<file path="config.mk">
export PLATFORM = sky130hd
export DESIGN_NAME = hazard_forward_unit
export DESIGN_NICKNAME = d
export VERILOG_FILES = /design/src/rtl/hazard_pkg.sv /design/src/rtl/hazard_forward_unit_fwd_select.sv /design/src/rtl/hazard_forward_unit.sv
export SDC_FILE = /design/constraint.sdc
export NUM_CORES = 1
export LEC_CHECK = 0
export BUFFER_PORTS_ARGS = -buffer_cell sky130_fd_sc_hd__buf_2
export CAP_MARGIN = 20
export CORE_MARGIN = 3
export CORE_UTILIZATION = 33
export DETAILED_ROUTE_END_ITERATION = 6
export HOLD_SLACK_MARGIN = 0.12
export PLACE_DENSITY = 0.56
export REMOVE_ABC_BUFFERS = 1
export SYNTH_ARGS = -nofsm -noshare
export SYNTH_HDL_FRONTEND = slang
export SYNTH_HIERARCHICAL = 1
export SYNTH_SLANG_ARGS = --single-unit
export TNS_END_PERCENT = 1
</file>
<file path="constraint.sdc">
create_clock -name clk -period 2.45 [get_ports clk]
set_input_delay 0.1225 -clock clk [delete_from_list [all_inputs] [get_ports clk]]
set_output_delay 0.1225 -clock clk [all_outputs]
set_load 0.005 [all_outputs]
</file>
<file path="src/rtl/hazard_pkg.sv">
// Shared constants and types for the hazard/forwarding unit: operand mux
// selects, stall FSM states and counter widths.
package hazard_pkg;
   localparam logic [1:0] FWD_RF    = 2'b00;
   localparam logic [1:0] FWD_EXMEM = 2'b10;
   localparam logic [1:0] FWD_MEMWB = 2'b01;

   localparam int CNT_W       = 4;
   localparam int STALL_CNT_W = 16;

   typedef enum logic {IDLE, STALL} hz_state_e;
endpackage

</file>
<file path="src/rtl/hazard_forward_unit_fwd_select.sv">
// Per-operand forwarding select: EX/MEM beats MEM/WB, register 0 optionally
// never forwarded. Purely combinational.
module fwd_select
   import hazard_pkg::*;
#(
   parameter int REG_AW   = 3,
   parameter int ZERO_REG = 1
) (
   input  logic [REG_AW-1:0] rs,
   input  logic              ex_mem_regwrite,
   input  logic              ex_mem_is_load,
   input  logic [REG_AW-1:0] ex_mem_rd,
   input  logic              mem_wb_regwrite,
   input  logic [REG_AW-1:0] mem_wb_rd,
   output logic [1:0]        sel
);
   logic rs_ok;

   always_comb begin
      rs_ok = (ZERO_REG == 0) || (rs != '0);
      sel   = FWD_RF;
      // A load in EX/MEM has no data yet; it can only be picked up from MEM/WB.
      if (rs_ok && ex_mem_regwrite && !ex_mem_is_load && (ex_mem_rd == rs))
         sel = FWD_EXMEM;
      else if (rs_ok && mem_wb_regwrite && (mem_wb_rd == rs))
         sel = FWD_MEMWB;
   end
endmodule

</file>
<file path="src/rtl/hazard_forward_unit.sv">
// RAW forwarding for NUM_SRC EX operands plus load-use detection with a
// LOAD_LAT-cycle stall/bubble sequencer and a saturating stall counter.
module hazard_forward_unit
   import hazard_pkg::*;
#(
   parameter int REG_AW   = 3,
   parameter int NUM_SRC  = 2,
   parameter int LOAD_LAT = 1,
   parameter int ZERO_REG = 1
) (
   input  logic                        clk,
   input  logic                        rst_n,
   input  logic                        flush_in,
   input  logic                        id_valid,
   input  logic [NUM_SRC*REG_AW-1:0]   id_rs,
   input  logic [NUM_SRC-1:0]          id_rs_used,
   input  logic                        ex_valid,
   input  logic [NUM_SRC*REG_AW-1:0]   ex_rs,
   input  logic [REG_AW-1:0]           ex_rd,
   input  logic                        ex_regwrite,
   input  logic                        ex_is_load,
   input  logic                        ex_mem_regwrite,
   input  logic                        ex_mem_is_load,
   input  logic [REG_AW-1:0]           ex_mem_rd,
   input  logic                        mem_wb_regwrite,
   input  logic [REG_AW-1:0]           mem_wb_rd,
   output logic [NUM_SRC*2-1:0]        fwd_sel,
   output logic                        stall,
   output logic                        bubble_ex,
   output logic [STALL_CNT_W-1:0]      stall_cycles
);
   logic [NUM_SRC-1:0][REG_AW-1:0] id_rs_a, ex_rs_a;
   logic [NUM_SRC-1:0][1:0]        fwd_sel_a;
   logic [NUM_SRC-1:0]             src_hit;
   logic                           hz, stall_raw;

   hz_state_e                      state_q, state_d;
   logic [CNT_W-1:0]               cnt_q, cnt_d;
   logic [STALL_CNT_W-1:0]         stall_cycles_q, stall_cycles_d;

   assign id_rs_a = id_rs;
   assign ex_rs_a = ex_rs;
   assign fwd_sel = fwd_sel_a;

   for (genvar g = 0; g < NUM_SRC; g++) begin : g_src
      fwd_select #(.REG_AW(REG_AW), .ZERO_REG(ZERO_REG)) u_fwd (
         .rs              (ex_rs_a[g]),
         .ex_mem_regwrite (ex_mem_regwrite),
         .ex_mem_is_load  (ex_mem_is_load),
         .ex_mem_rd       (ex_mem_rd),
         .mem_wb_regwrite (mem_wb_regwrite),
         .mem_wb_rd       (mem_wb_rd),
         .sel             (fwd_sel_a[g])
      );
   end

   always_comb begin
      for (int i = 0; i < NUM_SRC; i++)
         src_hit[i] = id_rs_used[i] && (id_rs_a[i] == ex_rd);
      hz = id_valid && ex_valid && ex_regwrite && ex_is_load && (|src_hit)
           && ((ZERO_REG == 0) || (ex_rd != '0));
   end

   // First stall cycle is spent in IDLE, so STALL covers the remaining LOAD_LAT-1.
   always_comb begin
      state_d   = state_q;
      cnt_d     = cnt_q;
      stall_raw = 1'b0;
      if (flush_in) begin
         state_d = IDLE;
         cnt_d   = '0;
      end else begin
         case (state_q)
            IDLE: if (hz) begin
               stall_raw = 1'b1;
               if (LOAD_LAT > 1) begin
                  state_d = STALL;
                  cnt_d   = CNT_W'(LOAD_LAT - 2);
               end
            end
            STALL: begin
               stall_raw = 1'b1;
               if (cnt_q == '0) state_d = IDLE;
               else             cnt_d   = cnt_q - CNT_W'(1);
            end
            default: state_d = IDLE;
         endcase
      end
      stall_cycles_d = stall_cycles_q;
      if (stall_raw && (stall_cycles_q != '1))
         stall_cycles_d = stall_cycles_q + STALL_CNT_W'(1);
   end

   // Gating with rst_n makes stall drop the instant reset asserts.
   assign stall        = stall_raw && rst_n;
   assign bubble_ex    = stall;
   assign stall_cycles = stall_cycles_q;

   always_ff @(posedge clk or negedge rst_n) begin
      if (!rst_n) begin
         state_q        <= IDLE;
         cnt_q          <= '0;
         stall_cycles_q <= '0;
      end else begin
         state_q        <= state_d;
         cnt_q          <= cnt_d;
         stall_cycles_q <= stall_cycles_d;
      end
   end
endmodule
</file>
==> results of run 1 <==
## path summary, 6_finish.rpt
check,end,slack (ns),depth (start not counted),startpoint
max,stall_cycles[1],0.33,6,stall_cycles[0]
min,cnt_q[3],0.14,2,flush_in
max reg2reg,stall_cycles[1],0.33,6,stall_cycles[0]
min reg2reg,stall_cycles[10],0.51,1,stall_cycles[10]
max in group asynchronous,stall_cycles[15],1.77,2,rst_n
min in group asynchronous,stall_cycles[2],0.35,2,rst_n
## layer usage
metal / track usage / up-vias / share of wire
li1: - / 582 / -
met5: 0 / - / 0
met3: 0.03499 / 2 / 0.087
met1: 0.1461 / 532 / 0.42
met2: 0.2415 / 42 / 0.49
met4: 0.03254 / 0 / 0.0030
## power by group through the flow
stage               Sequential [mW]  Combinational, mW  Clock, mW
floorplan                     0.379             0.0471          0
global placement              0.377              0.111          0
detailed placement            0.379              0.114          0
CTS                           0.372              0.116      0.226
global route                  0.376              0.128      0.243
finish                        0.373              0.114      0.217
## critical path, stage by stage (launching register included)
cell and delay [ns]:
dfrtp_1 0.43, ha_1 0.23, and3_1 0.19, and3_1 0.21, a31oi_1 0.12, a21boi_2 0.46
mux2_1 0.37
## through the flow
step / power [mW] / hold slack (ns) / std cells / worst slack, ns / util
4_1_cts: 0.7136 / 0.1356 / 240 / 0.3241 / 0.4505
6_report: 0.7038 / 0.1359 / 240 / 0.3275 / 0.4505
5_1_grt: 0.7480 / 0.1439 / 240 / 0.1447 / 0.4505
3_5_place_dp: 0.4929 / 0.1134 / 235 / 0.3371 / 0.4358
3_3_place_gp: 0.4875 / 0.1050 / 235 / 0.4127 / 0.4358
2_1_floorplan: 0.4258 / -0.1731 / 133 / 0.5091 / -
## synth_stat cells
cell	count	area, sq um
mux2_1	3	33.78
and4_1	1	8.760
o2111ai_1	2	17.52
nor2_1	12	45.04
nor4_1	1	6.260
xor2_1	4	35.03
nor3_1	3	15.01
buf_4	2	15.01
nand3b_1	2	15.01
dfrtp_1	21	525.5
inv_1	3	11.26
and3_1	5	31.28
xnor2_1	26	227.7
a21boi_2	1	11.26
and3_4	1	11.26
nand4_1	10	62.56
a211o_1	3	26.28
a21oi_2	2	17.52
ha_1	3	37.54
nand2_1	12	45.04
a31oi_1	1	6.260
nand3_1	7	35.03
a21oi_4	1	16.27
or3b_1	2	17.52
and2_1	3	18.77
nand2b_1	3	18.77
a21oi_1	1	5.000
## logic make-up (layout without fill, tap and decap cells)
logic type | Yosys count | count (layout) | synth area share
AOI/OAI and AO/OA | 11 | 11 | 0.07606
xor gates and xnor gates | 30 | 30 | 0.1996
adders and majority gates | 3 | 3 | 0.02852
buffers and inverters | 5 | 62 | 0.01996
DFF | 21 | 21 | 0.3992
muxes | 3 | 3 | 0.02566
and+or+nand+nor | 62 | 62 | 0.2509
## final cells by class
class	instances	share of cell area
Multi-Input combinational cell	109	0.4533
Sequential cell	21	0.3116
Timing Repair Buffer	55	0.1662
Tap cell	48	0.03561
Clock buffer	4	0.02671
Inverter	3	0.006677
## sequential cells by signal, indices dropped and copies added, names as in the netlist
name and cells:
stall_cycles 16, state_q 1, cnt_q 4
==> flow_summary.yaml, run 1 <==
run_status:
  status: "completed"
synthesis:
  synth.yosys.seq_area_share: 0.3992
  synth_cell_types: 27
  synthCells: 135
  ys_warn_count: 6
  ys_seq_elements: 21
  synthesis.area_sq_um: 1316
  synth_area_per_cell_sq_um: 9.750
power:
  p_sw_frac: 0.2434
  peakVddDrop_v: 0.0002264
  p_leak_nw: 0.8025
  combPwrFrac: 0.162
  p_switching_uw: 171.3
  seq_power_share: 0.530
  pwr-share-clk: 0.309
  p_int_uw: 532.5
  power_density_nw_per_um2: 417.3
sta:
  timing.fmax_mhz: 471.1
  fin_tns_setup_ns: 0
  hold_viol: 0
  final-setup-viol-count: 0
  max_slew_margin: 0.6567
  fin_crit_sh: 0.8663
  rsz0062_at_grt: "false"
  tightest_slew_ns: 0.5120
  worst_clock_skew_ns: 0.0007224
  maxSlewViolCount: 0
  finalCriticalPeriod_ns: 2.123
cts:
  cts_tree: "yes"
  cts_hold_buffers: 1
  clock_sinks: 21
  path_clk_slew_ns: 0.07
  h-tree-depth: 1
  cts_setup_buffers: 0
  clk_path_buf_depth: 2
  post_cts_resized: 0
  clock_latency_ns: 0.25
  cts_buffers: 3
  cts_root_buf: "clkbuf_8"
drt:
  dr.pass1.iters: 4
  wl_per_cell_microns: 12.65
  vias: 1158
  finalWirelength_microns: 3035
  via_per_inst: 4.825
  ant_nets: 0
  first_iter_violations: 16
  drc: 0
worst_setup_path:
  worst_setup_path_start_kind: "flip-flop"
  end_kind: "flip-flop"
  worstSetupPathType: "reg2reg"
  cp_max_fo: 11
  cp.required_ns: 2.59
  arrival_ns: 2.26
final_layout:
  synthToLayoutAreaGrowth_pct: 28.14
  finalNetCount: 229
  final_common_cell: "buf_2"
  n_fill_cell: 386
  num_antenna_cells: 0
  mostFrequentLayoutCells: "54 x buf_2, 26 x xnor2_1, 21 x dfrtp_1"
  drive_above_1_share: 0.3229
  multiInputGateArea_sq_um: 764.5
  final_area_sq_um: 1687
  regArea_sq_um: 525.5
global_route:
  antenna_found_initial: 0
  track_usage: 0.1304
  gr-total-overflow: 0
  grt_pass1_wl_microns: 5333
  grt_max_degree: 23
  grt_pass1_vias: 1241
floorplan:
  ios: 55
  start_util: 0.3516
  die_w_microns: 69.16
  dieArea_sq_um: 4782
  die_h_microns: 69.16
  num_rows: 22
  core_sq_um: 3744
min_path:
  hold_path.class: "in2reg"
placement:
  dp_hpwl_microns: 2491
  portBuffers: 54
  dpl-instance-area_sq_um: 1632
  place_congestion: 0.8569
run:
  maxCapViolations: 0
Power figures use the tool's default switching activity.
==> inputs of run 2 (changes only) <==
Settings changed: CORE_UTILIZATION 33 to 47, PLACE_DENSITY 0.56 to 0.88.
==> run 2 against run 1 <==
Effect of this change: critical endpoint unchanged; global-route usage up 4.2 points; critical path depth stayed put; core utilization grew 19 points; critical path type unchanged; sequential share of layout area is 0.59 points higher; largest cell class unchanged; first-iteration DRC count rose to 4.4 times the previous value; non-clock buffer count is 1 higher; via count grew 3.6%; sequential power about the same; largest power group unchanged.
==> flow_summary.yaml, run 2 (synthesized netlist as in run 1, its figures left out) <==
run_status:
  status: "completed"
floorplan:
  die_w_microns: 58.92
  start_util: 0.5127
  dieArea_sq_um: 3472
  die_h_microns: 58.92
  ios: 55
  num_rows: 18
  core_sq_um: 2567
cts:
  h-tree-depth: 1
  cts_root_buf: "clkbuf_4"
  path_clk_slew_ns: 0.11
  cts_tree: "yes"
  clock_sinks: 21
  clk_path_buf_depth: 2
  clock_latency_ns: 0.30
  cts_buffers: 3
worst_setup_path:
  cp.required_ns: 2.64
  worstSetupPathType: "reg2reg"
  slowest_delay_ns: 0.45
  end_kind: "flip-flop"
  cp_max_fo: 11
  crit_chain: "ha_1 > and3_1 > and3_1 > a31oi_1 > a21boi_2 > mux2_1"
  arrival_ns: 2.30
  cpMostUsedCell: "and3_1"
  crit_slowest_cell: "dfrtp_1"
  worst_setup_path_start_kind: "flip-flop"
drt:
  vias: 1200
  wl_per_cell_microns: 12.62
  drc: 0
  first_iter_violations: 70
  dr.pass1.iters: 4
  via_per_inst: 5.381
  finalWirelength_microns: 2814
  ant_nets: 0
global_route:
  track_usage: 0.1725
  gr-total-overflow: 0
  grt_pass1_wl_microns: 4664
  grt_max_degree: 23
  grt_pass1_vias: 1119
  antenna_found_initial: 0
power:
  seq_power_share: 0.574
  p_leak_nw: 0.7989
  pwr-share-clk: 0.248
  combPwrFrac: 0.178
  power_density_nw_per_um2: 393.2
  p_int_uw: 481.6
  peakVddDrop_v: 0.0004637
  power.total_uw: 650.9
  p_switching_uw: 169.2
  p_sw_frac: 0.2600
placement:
  dp_cells: 217
  place_congestion: 0.7547
  portBuffers: 54
  dp_hpwl_microns: 2252
final_layout:
  finalNetCount: 230
  mostFrequentLayoutCells: "54 x buf_2, 26 x xnor2_1, 21 x dfrtp_1"
  n_fill_cell: 219
  instances_no_fill: 223
  num_antenna_cells: 0
  synthToLayoutAreaGrowth_pct: 25.76
  finish.utilization: 0.6447
  final_common_cell: "buf_2"
  drive_above_1_share: 0.3212
  largest_register_ffs: 16
sta:
  finalCriticalPeriod_ns: 2.110
  hold_viol: 0
  worst_clock_skew_ns: 0.007882
  fin_tns_setup_ns: 0
  fin_crit_sh: 0.8613
  rsz0062_at_grt: "false"
  max_slew_margin: 0.6711
  tightest_slew_ns: 0.4905
  timing.fmax_mhz: 473.9
  final-setup-viol-count: 0
  maxSlewViolCount: 0
run:
  maxCapViolations: 0
min_path:
  hold_path.class: "in2async"
run 2: cell count changes in the layout (fill, tap and decap cells not counted):
cell,change
dlygate4sd3_1,+1
clkbuf_8,-3
clkbuf_4,+3
run 2: path summary, 6_finish.rpt:
check	from	end	slack (ns)	cells past startpoint
max	stall_cycles[0]	stall_cycles[1]	0.34	6
min	rst_n	cnt_q[3]	0.30	2
max reg2reg	stall_cycles[0]	stall_cycles[1]	0.34	6
min reg2reg	stall_cycles[10]	stall_cycles[10]	0.49	1
max in group asynchronous	rst_n	cnt_q[2]	1.83	2
min in group clk	id_rs_used[1]	stall_cycles[6]	0.47	6
run 2: cell type report:
cell class / count / area [sq um] / share of cell area
well taps: 30 / 37.54 / 0.02268
repair buffers: 56 / 290.3 / 0.1754
flip-flops and latches: 21 / 525.5 / 0.3175
clock buffers: 4 / 26.28 / 0.01587
inverters: 3 / 11.26 / 0.006803
multi-input cells: 109 / 764.5 / 0.4618
run 2: critical path, delay by kind of cell, from the launching register on:
kind	cells	cell delay [ns]
AOI/OAI and AO/OA	2	0.56
DFF	1	0.45
and+or+nand+nor	2	0.39
muxes	1	0.37
adders and majority gates	1	0.23
run 2: through the flow:
stage	worst slack [ns]	hold slack, ns	instance area [sq um]
after floorplan	0.5091	-0.1731	1301
after global placement	0.4329	0.09983	1609
after detailed placement	0.3567	0.1078	1609
after CTS	0.3372	0.3111	1655
after global routing	0.2130	0.3253	1655
final	0.3397	0.2997	1655
run 2: power by group through the flow:
stage          combinational, mW  clock, mW  sequential (mW)
2_1_floorplan             0.0471          0            0.379
5_1_grt                    0.129      0.186            0.377
6_report                   0.116      0.161            0.374
3_5_place_dp               0.114          0            0.380
3_3_place_gp               0.112          0            0.377
4_1_cts                    0.117      0.167            0.373
run 2: repair_timing:
| action | CTS | global route |
|---|---|---|
| hold endpoints to repair | 26 | 0 |
| buffers inserted | 0 | 0 |
| endpoints found under the setup margin | 0 | 0 |
| gates resized for setup | 0 | 0 |
| hold buffers | 2 | 0 |
run 2: layer usage:
metal | up-vias | routed length, microns | global-route usage
li1 | 588 | - | -
met1 | 548 | 1218 | 0.2144
met2 | 59 | 1250 | 0.3028
met3 | 5 | 300 | 0.01974
met4 | 0 | 44 | 0.06796
met5 | - | 0 | 0
